<file path="src/rtl/fetch_seq.sv">
`default_nettype none
// ============================================================================
// Module   : fetch_seq
// Purpose  : Fetch sequencer. Owns the architectural PC, issues instruction
//            memory requests, presents one instruction at a time to decode,
//            and applies branch-unit redirects (including discarding stale
//            in-flight responses).
// Revision : 1.0 - initial release
// ============================================================================
module fetch_seq #(
   parameter logic [31:0] RESET_PC = 32'h0000_0000
) (
   input  logic        clk,
   input  logic        rst,
   input  logic        stall,
   input  logic        redir_valid,
   input  logic [31:0] redir_target,
   output logic        imem_req,
   output logic [31:0] imem_addr,
   input  logic        imem_ack,
   input  logic [31:0] imem_rdata,
   output logic        if_valid,
   output logic [31:0] if_instr,
   output logic [31:0] if_pc,
   output logic [31:0] if_pc_plus4,
   output logic        misalign
);

   typedef enum logic [1:0] {
      S_BOOT = 2'd0,
      S_REQ  = 2'd1,
      S_RESP = 2'd2
   } state_t;

   state_t      r_state;
   logic [31:0] r_pc;
   logic        r_kill;      // outstanding request was made stale by a redirect
   logic [31:0] r_tgt;       // where to fetch once the stale response returns
   logic        r_misalign;
   logic [31:0] r_if_instr;
   logic [31:0] r_if_pc;

   state_t      w_state_nx;
   logic [31:0] w_pc_nx;
   logic        w_kill_nx;
   logic [31:0] w_tgt_nx;
   logic        w_misalign_nx;
   logic [31:0] w_if_instr_nx;
   logic [31:0] w_if_pc_nx;
   logic [31:0] w_redir_pc;

   // Low two bits of a redirect target are dropped; the PC is always word aligned.
   assign w_redir_pc = {redir_target[31:2], 2'b00};

   // Next-state and next-datapath values; every target starts from its hold value.
   always_comb begin
      w_state_nx    = r_state;
      w_pc_nx       = r_pc;
      w_kill_nx     = r_kill;
      w_tgt_nx      = r_tgt;
      w_misalign_nx = r_misalign | (redir_valid & (redir_target[1:0] != 2'b00));
      w_if_instr_nx = r_if_instr;
      w_if_pc_nx    = r_if_pc;
      case (r_state)
         S_BOOT: begin
            w_state_nx = S_REQ;
            if (redir_valid) begin
               w_pc_nx = w_redir_pc;
            end
         end
         S_REQ: begin
            if (imem_ack) begin
               // Response arrives: a redirect this cycle or an earlier one
               // makes it stale, otherwise it goes to decode.
               w_kill_nx = 1'b0;
               if (redir_valid) begin
                  w_pc_nx = w_redir_pc;
               end else if (r_kill) begin
                  w_pc_nx = r_tgt;
               end else begin
                  w_if_instr_nx = imem_rdata;
                  w_if_pc_nx    = r_pc;
                  w_state_nx    = S_RESP;
               end
            end else if (redir_valid) begin
               // Address must stay stable until the ack, so park the target.
               w_kill_nx = 1'b1;
               w_tgt_nx  = w_redir_pc;
            end
         end
         S_RESP: begin
            if (redir_valid) begin
               w_pc_nx    = w_redir_pc;
               w_state_nx = S_REQ;
            end else if (!stall) begin
               w_pc_nx    = r_if_pc + 32'd4;
               w_state_nx = S_REQ;
            end
         end
         default: begin
            w_state_nx = S_BOOT;
         end
      endcase
   end

   // State and datapath registers with synchronous reset.
   always_ff @(posedge clk) begin
      if (rst) begin
         r_state    <= S_BOOT;
         r_pc       <= RESET_PC;
         r_kill     <= 1'b0;
         r_tgt      <= 32'd0;
         r_misalign <= 1'b0;
         r_if_instr <= 32'd0;
         r_if_pc    <= 32'd0;
      end else begin
         r_state    <= w_state_nx;
         r_pc       <= w_pc_nx;
         r_kill     <= w_kill_nx;
         r_tgt      <= w_tgt_nx;
         r_misalign <= w_misalign_nx;
         r_if_instr <= w_if_instr_nx;
         r_if_pc    <= w_if_pc_nx;
      end
   end

   assign imem_req    = (r_state == S_REQ);
   assign imem_addr   = r_pc;
   assign if_valid    = (r_state == S_RESP);
   assign if_instr    = r_if_instr;
   assign if_pc       = r_if_pc;
   assign if_pc_plus4 = r_if_pc + 32'd4;
   assign misalign    = r_misalign;

endmodule
`default_nettype wire

</file>
<file path="config.mk">
export PLATFORM = sky130hd
export DESIGN_NAME = fetch_seq
export DESIGN_NICKNAME = d
export VERILOG_FILES = /design/src/rtl/fetch_seq.sv
export SDC_FILE = /design/constraint.sdc
export NUM_CORES = 1
export LEC_CHECK = 0
export BUFFER_PORTS_ARGS = -buffer_cell sky130_fd_sc_hd__buf_2
export CAP_MARGIN = 25
export CORE_ASPECT_RATIO = 1.1
export CORE_MARGIN = 4
export CORE_UTILIZATION = 40
export DETAILED_ROUTE_END_ITERATION = 16
export PLACE_DENSITY_LB_ADDON = 0.2
export SLEW_MARGIN = 20
export SYNTH_ARGS = -nofsm -noshare
export SYNTH_HDL_FRONTEND = slang
export SYNTH_SLANG_ARGS = --single-unit
</file>
<file path="constraint.sdc">
create_clock -name clk -period 3 [get_ports clk]
set_input_delay 0.9 -clock clk [delete_from_list [all_inputs] [get_ports clk]]
set_output_delay 0.9 -clock clk [all_outputs]
set_load 0.1 [all_outputs]
</file>
* Word level (Yosys, flattened, before mapping)
Cells that the tools add are included.
W data, S select, Z words.
** Storage, ports and cells
- Flip-flop bits (word level) :: 130
** Cells by class
- Equal/unequal tests :: 8
- Muxes and demuxes :: 15
- Reductions and logical operators :: 9
- Bitwise logic cells :: 5
- Add/sub/neg operators :: 1
** Operators by type and width (number)
- $mux W32 :: 6
- $pmux W32 S3 :: 1
- $add A32 B3 Y32 const B :: 1
- $mux W2 :: 5
- $reduce_and A4 Y1 :: 2
- $ne A2 B2 Y1 const B :: 3
- $pmux W2 S3 :: 1
- $reduce_and A5 Y1 :: 1
- $reduce_bool A2 Y1 :: 2
- $ne A3 B2 Y1 const B :: 1
- $ne A3 B3 Y1 const B :: 1
- $not A1 Y1 :: 3
- $reduce_and A3 Y1 :: 1
- $reduce_bool A3 Y1 :: 1
- $eq A2 B1 Y1 const B :: 1
- $eq A2 B2 Y1 const B :: 1
- $logic_not A2 Y1 :: 1
- $mux W1 :: 2
- $ne A2 B1 Y1 const B :: 1
- $reduce_and A2 Y1 :: 1
- $and A1 B1 Y1 :: 1
- $or A1 B1 Y1 :: 1

* Longest topological paths before layout
Gate-level depths: netlist of the first run.
- Depth in word-level cells :: 4
- Mapped depth :: 9
- Gate-level depth less buffers :: 7

* Least setup slack after synthesis of the first run
OpenSTA, ideal clock, no wires.
- Path kind :: reg2out
- From :: register r_if_pc[2] (netlist: if_pc[2])
- To :: output if_pc_plus4[24]
- Required time :: 2100 ps
- Path buffers :: 1
- Stages on the path, launching flop included :: 7
- Slack :: -1735 ps
- Data arrival time :: 3835 ps
- Cells stage by stage :: dfxtp_1 > ha_1 > nand3_2 > or4_1 > buf_6 > nor3_4 > xor2_1
** On the way
- Cells in the longest elaborated chain, start to end :: 1
** RTL lines
- start, declared :: line 41 : logic [31:0] r_if_pc;
- start signal, assigned :: line 123 : r_if_pc <= w_if_pc_nx;
- $add A32 B3 Y32 :: line 132 : assign if_pc_plus4 = r_if_pc + 32'd4;
- end, declared :: line 25 : output logic [31:0] if_pc_plus4,
No other way between the ends.

* Worst setup path in the final report of the first run
- From :: register r_if_pc[3] (netlist: if_pc[3])
- To :: output if_pc_plus4[23]
The elaborated chain is that of the path after synthesis.

==> results of run 1 <==
-- registers in the layout (all words and copies together), names as in the netlist --
| signal | count |
|---|---|
| misalign | 1 |
| if_instr | 32 |
| r_state | 2 |
| if_pc | 32 |
| imem_addr | 32 |
| r_tgt | 30 |
| r_kill | 1 |
-- metrics by stage --
step	TNS, ns	instance area [µm²]	total power (µW)
3_5_place_dp	0	8040	6210
2_1_floorplan	-1.02	6540	5170
6_report	-2.64	9090	8510
5_1_grt	-3.99	9090	8850
4_1_cts	-1.94	8980	8540
3_3_place_gp	0	8040	6200
-- worst paths after layout --
kind | startpoint | to | slack, ns | depth (start not counted)
worst max-delay path | if_pc[3] | if_pc_plus4[23] | -0.24 | 5
worst min-delay path | misalign | misalign | 0.45 | 2
worst max register to register | r_state[0] | imem_addr[30] | 0.43 | 7
worst min register to register | misalign | misalign | 0.45 | 2
-- worst register-to-register path, cell delays in order, from the launching register on --
cell and delay (ns):
dfxtp_1 0.40, inv_1 0.08, ha_1 0.50, nor2_1 0.15
a221o_1 0.46, or3_1 0.51, a211oi_1 0.28, a211o_1 0.13
-- cells in the final DEF (no fill, tap or decap), types with 9 or more instances in the layout --
| cell type | netlist | final |
|---|---|---|
| a211oi_1 | 12 | 12 |
| a21oi_1 | 98 | 98 |
| a221oi_1 | 20 | 19 |
| a22o_1 | 29 | 29 |
| buf_12 | 0 | 24 |
| buf_2 | 2 | 172 |
| buf_4 | 2 | 42 |
| clkbuf_16 | 0 | 17 |
| dfxtp_1 | 130 | 102 |
| dfxtp_4 | 0 | 22 |
| inv_1 | 12 | 9 |
| nand2_1 | 216 | 215 |
| nand3_1 | 15 | 11 |
| nand4_1 | 9 | 9 |
| nor2_1 | 43 | 38 |
| xnor2_2 | 0 | 12 |
-- layer usage --
layer,vias to the layer above,global-route usage [%],routed length (µm)
met5,-,0,0
met4,0,7.99,456
met2,245,39.2,10500
met1,3076,28.8,8470
met3,31,7.25,1610
li1,3140,-,-
-- final cells by class --
cell class | count | share of cell area, %
Sequential cell | 130 | 29.6
Multi-Input combinational cell | 574 | 40.6
Clock inverter | 11 | 2.00
Timing Repair Buffer | 247 | 19.3
Inverter | 12 | 0.620
Tap cell | 196 | 2.70
Clock buffer | 21 | 5.18
-- power by group --
part	leakage, µW	switching (µW)	internal [µW]
Clock	0.000312	769	1530
Combinational	0.00239	3040	992
Sequential	0.00108	206	1970
Total	0.00378	4020	4490
-- repair_timing --
action / in CTS / in global routing
endpoints found under the hold margin: 0 / 0
buffers inserted: 20 / 7
endpoints found under the setup margin: 20 / 24
pin swaps: 27 / 11
gates resized for setup: 30 / 13
-- cell families after synthesis --
family	Yosys count	share of synthesized area (%)
AOI/OAI and AO/OA	200	22.0
xor gates and xnor gates	24	3.57
adders and majority gates	6	1.23
buffers and inverters	74	4.84
DFF	130	42.6
muxes	6	0.984
and+or+nand+nor	338	24.8
==> results by group, run 1 <==
Cells and area
  • Total Nets Final: 1057
  • Final core occ: 60.6%
  • Multi-input logic area: 0.00369 mm²
  • Share of layout cells above drive strength 1: 37.1%
  • Fin cells: 1191
  • FF+latch area: 0.00269 mm²
  • Area Overhead vs Synth: 48.9%
  • N_diodes: 0
  • Fillers: 1356

CTS
  • Skew-Pair Late Insertion Delay: 0.42 ns
  • Clock sinks: 130
  • CTS max path bufs: 2
  • Inserted Clock Buffers: 17
  • Cts hold-fix bufs: 0
  • Htree depth: 4
  • CTS tree: built
  • Root buf cell: clkbuf_16
  • CTS clk-pin slew, worst paths: ~0.060 ns

Synthesis
  • Fraction of the yosys area taken by sequential cells: 42.6%
  • Synthesized area per cell: 7.85 µm²
  • Post-synthesis cell count: approximately 780
  • Post-synth EDFFs: 0
  • Synth cell count leaders: nand2_1 (216), dfxtp_1 (130), a21oi_1 (98)
  • Synth unique cells: 54
  • Synth Net Count: 853
  • Post-synth top area share: a little over two fifths
  • Synthesized cell area: 0.00610 mm²
  • Most used DFF post-synth: dfxtp_1
  • Seq cells post-synth: 130
  • Area leader, netlist: dfxtp_1
  • Async S/R FF share, synth: 0%
  • Most frequent cell after synthesis: nand2_1
  • Yosys warning count: 0
  • Largest cells by area after synthesis: dfxtp_1 (43%), nand2_1 (13%), a21oi_1 (8.0%), a22o_1 (4.2%), clkbuf_1 (3.2%)

GRT
  • Largest net degree at the start of global routing: 102
  • Global-route wire length before repair: 31900 µm
  • Number of global-route vias before repair: roughly 6000
  • GR Overflow Total: 0
  • Total Routing Usage GR: 23.4%
  • Antenna violations before repair: 0

Routing
  • Total iterations of the first detailed-routing run: 8
  • DRT Wirelength: 21100 µm
  • Via density: 5.45
  • DR iter-0 viols: 514
  • Vias: between 6000 and 7000
  • DR DRC count: 0
  • Drt wl/cell: 17.7 µm
  • Routed Antenna Nets: 0

Worst setup path
  • Crit path required time: 2.10 ns
  • Crit path kind: flop to output port
  • Worst EP arrival: 2.34 ns
  • Slowest CP cell: or4_4
  • Critical path peak fanout: 5
  • Worst-path cell chain: nand4_1, or4_4, o31a_1, or2_4, buf_12
  • CP Buf/Inv Count: 1
  • Startpoint Class: flop
  • Worst Setup End Kind: output port
  • Slowest cell delay on critical path: between 0.5 and 0.6 ns
  • Delay-heaviest family, CP: simple AND/OR/NAND/NOR gates

Place
  • Cell count after placement: 1132
  • PortBufs: about 200
  • GP Congestion: 0.855
  • Pre-CTS worst setup slack: 0.119 ns
  • Detailed-placement wirelength estimate: 14700 µm

Worst hold path
  • Hold Crit Class: flop to flop

Pwr
  • PD cells: ~940 mW/mm²
  • Leakage: 0.00378 µW
  • Maximum VDD drop: 0.000811 V

Timing
  • Final Hold Fails: 0
  • Slew HR: 57.6%
  • Final Max Slew Viols: 0
  • Clock skew: 0.00888 ns
  • Final setup margin: -0.238 ns
  • Final critical path time including I/O delays and setup: 3.24 ns
  • Period utilisation layout: 108%
  • Final setup fails: 17
  • Hold slack: 0.446 ns
  • Fmax: 309 MHz
  • Worst Tran Pin Value: 0.636 ns
  • RSZ-0062 raised after global routing: yes

Die
  • Die area: approximately 0.017 mm²
  • CORE AREA: between 0.01 and 0.015 mm²
  • Ports: 200
  • Die X: roughly 130 µm
  • Chip height: ~140 µm
  • Initial Utilization: 40.7%
  • Row Count: 47

Outcome
  • Outcome: finished with violations
  • Failing checks: negative setup slack

Flow run
  • Max-capacitance violation count: 0
Note: power is estimated with default switching activity, not from simulation.
==> inputs of run 2 (changes only) <==
TNS_END_PERCENT = 50   (was default)
==> run 2 against run 1 <==
Against the previous run:
- clock skew is 0.0024 ns lower
- highest routed layer unchanged
- sequential power barely moved
- worst hold slack lost 0.0062 ns
- core utilization down 1.4 points
- global-route usage rose by 0.34 points
- the run still ends with negative setup slack left
- wire length increased by 0.13%
- critical path depth is the same
- register-to-register slack improved by 0.07 ns
- non-clock buffer count decreased by 4
- sequential cell count unchanged
==> results by group, run 2 (synthesized netlist as in run 1, its figures left out) <==
Die
  • Die X: 126 µm (unchanged)
  • Initial Utilization: 40.7% (unchanged)
  • Chip height: 138 µm (unchanged)
  • Ports: 200 (unchanged)
  • CORE AREA: 0.0150 mm² (unchanged)
  • Row Count: 47 (unchanged)
  • Die area: 0.0173 mm² (unchanged)

Cells and area
  • Final instance area: 0.00888 mm² (-2.2%)
  • Final core occ: 59.2% (-1.4 points)
  • N_diodes: 0 (unchanged)
  • Commonest non-fill, non-tap cell in the layout: nand2_1
  • Fillers: 1374 (+1.3%)
  • Area Overhead vs Synth: 45.5%
  • Total Nets Final: 1053 (-0.38%)
  • Most frequent cells in the layout: nand2_1 (214), buf_2 (174), dfxtp_1 (102), a21oi_1 (98), buf_4 (44)
  • Share of layout cells above drive strength 1: 36.2% (-0.86 points)

Place
  • Detailed-placement wirelength estimate: 14900 µm (+1.7%)
  • PortBufs: 199 (unchanged)
  • Dpl cell area: 0.00803 mm² (about the same)
  • GP Congestion: 0.907 (+6.1%)

Routing
  • DR DRC count: 0 (unchanged)
  • Routed Antenna Nets: 0 (unchanged)
  • Total iterations of the first detailed-routing run: 6 (-2)
  • DR iter-0 viols: 491 (-4.5%)
  • DRT Wirelength: 21100 µm (+0.13%)
  • Vias: 6384 (-1.7%)
  • Via density: 5.38 (-1.3%)
  • Drt wl/cell: 17.8 µm (+0.47%)

CTS
  • Inserted Clock Buffers: 17 (unchanged)
  • Clock sinks: 130 (unchanged)
  • CTS clk-pin slew, worst paths: 0.05 ns (about the same)
  • Skew-Pair Late Insertion Delay: 0.42 ns (about the same)
  • CTS tree: built
  • CTS max path bufs: 2 (unchanged)
  • Root buf cell: clkbuf_16
  • Htree depth: 4 (unchanged)

Worst hold path
  • Hold Path Stages: 2 (unchanged)
  • Hold Crit Class: flop to flop
  • Hold path start: misalign
  • Hold EP: misalign

GRT
  • Largest net degree at the start of global routing: 65 (-36%)
  • GR Overflow Total: 0 (unchanged)
  • Number of global-route vias before repair: 5857 (-1.1%)
  • Total Routing Usage GR: 23.8% (+0.34 points)
  • Global-route wire length before repair: 32300 µm (+1.2%)
  • Antenna violations before repair: 0 (unchanged)

Timing
  • Final critical path time including I/O delays and setup: 3.21 ns (-0.0270 ns)
  • Fmax: 311 MHz (+0.84%)
  • Clock skew: 0.00643 ns (-0.00245 ns)
  • Final Hold Fails: 0 (unchanged)
  • Slew HR: 46.9% (-11 points)
  • Hold slack: 0.439 ns (-0.00618 ns)
  • RSZ-0062 raised after global routing: yes
  • Final setup fails: 15 (-2)
  • Period utilisation layout: 107% (-0.90 points)
  • Final Max Slew Viols: 0 (unchanged)
  • Worst Tran Pin Value: 0.795 ns (+0.160 ns)
  • Final setup margin: -0.211 ns (+0.0270 ns)

Worst setup path
  • Reg2reg setup slack: 0.50 ns (+0.07 ns)
  • Startpoint Class: flop
  • Worst reg-to-reg path cell count: 7 (unchanged)
  • Reg2reg start: r_state[0]
  • Crit path required time: 2.10 ns (about the same)
  • Worst EP arrival: 2.31 ns (-0.03 ns)
  • Crit path kind: flop to output port
  • Critical path peak fanout: 4 (-1)
  • FF-to-FF End: imem_addr[30]
  • Worst Setup End Kind: output port

Outcome
  • Failing checks: negative setup slack
  • Outcome: finished with violations

Pwr
  • Total power draw: 8180 µW (-3.9%)
  • Maximum VDD drop: 0.000837 V (+3.2%)
  • Leakage: 0.00373 µW (-1.2%)
  • PD cells: 921 mW/mm² (-1.7%)

Flow run
  • Max-capacitance violation count: 0 (unchanged)
run 2: cell count changes in the layout (fill, tap and decap cells not counted), sizes merged:
cell,change
inv,+4
clkinvlp,-5
buf,-3
clkbuf,+5
clkinv,-1
bufinv,-4
run 2: through the flow:
stage | setup TNS (ns) | setup WS (ns) | cells
final | -2.23 | -0.211 | 1187
after global routing | -3.24 | -0.264 | 1187
after detailed placement | 0 | 0.149 | 1136
after floorplan | -1.69 | -0.223 | 778
after global placement | 0 | 0.177 | 1136
after CTS | -2.00 | -0.184 | 1181
run 2: critical path, cell delays in order (launching register included):
cell and delay, ns:
dfxtp_4 0.37, nand4_1 0.19, or4_4 0.58, o31a_1 0.33, or2_4 0.25, buf_12 0.17
run 2: report_power, final:
part	switching (µW)	internal (µW)	total (µW)
sequential	203	1970	2170
combinational	3040	1000	4040
clock	738	1220	1960
run 2: metal layers:
layer | global-route usage (%) | vias to the layer above | wire length, µm
li1 | - | 3131 | -
met1 | 30.1 | 2997 | 8620
met2 | 38.6 | 217 | 10300
met3 | 5.74 | 39 | 1450
met4 | 11.0 | 0 | 671
met5 | 0 | - | 0
run 2: worst max path at each step:
stage / from / endpoint / slack (ns)
finish: if_pc[3] / if_pc_plus4[23] / -0.21
global route: if_pc[3] / if_pc_plus4[23] / -0.26
CTS: if_pc[2] / if_pc_plus4[23] / -0.18
detailed placement: if_pc[5] / if_pc_plus4[23] / 0.15
global placement: if_pc[4] / if_pc_plus4[23] / 0.18
floorplan: if_pc[4] / if_pc_plus4[5] / -0.22
run 2: layout make-up:
type | instances | area (µm²) | area share [%]
inverter | 12 | 45.0 | 0.507
sequential | 130 | 2690 | 30.3
tap | 196 | 245 | 2.76
clock buffer | 27 | 503 | 5.66
multi-input combinational | 574 | 3670 | 41.4
timing repair buffer | 243 | 1670 | 18.8
clock inverter | 5 | 51.3 | 0.577
run 2: what timing repair did:
item                                    4_1_cts  5_1_grt
setup buffers                                13        6
hold endpoints to repair                      0        0
endpoints found under the setup margin       18       18
hold buffers                                  0        0
resized for setup                            24       13
pin swaps                                    17       11
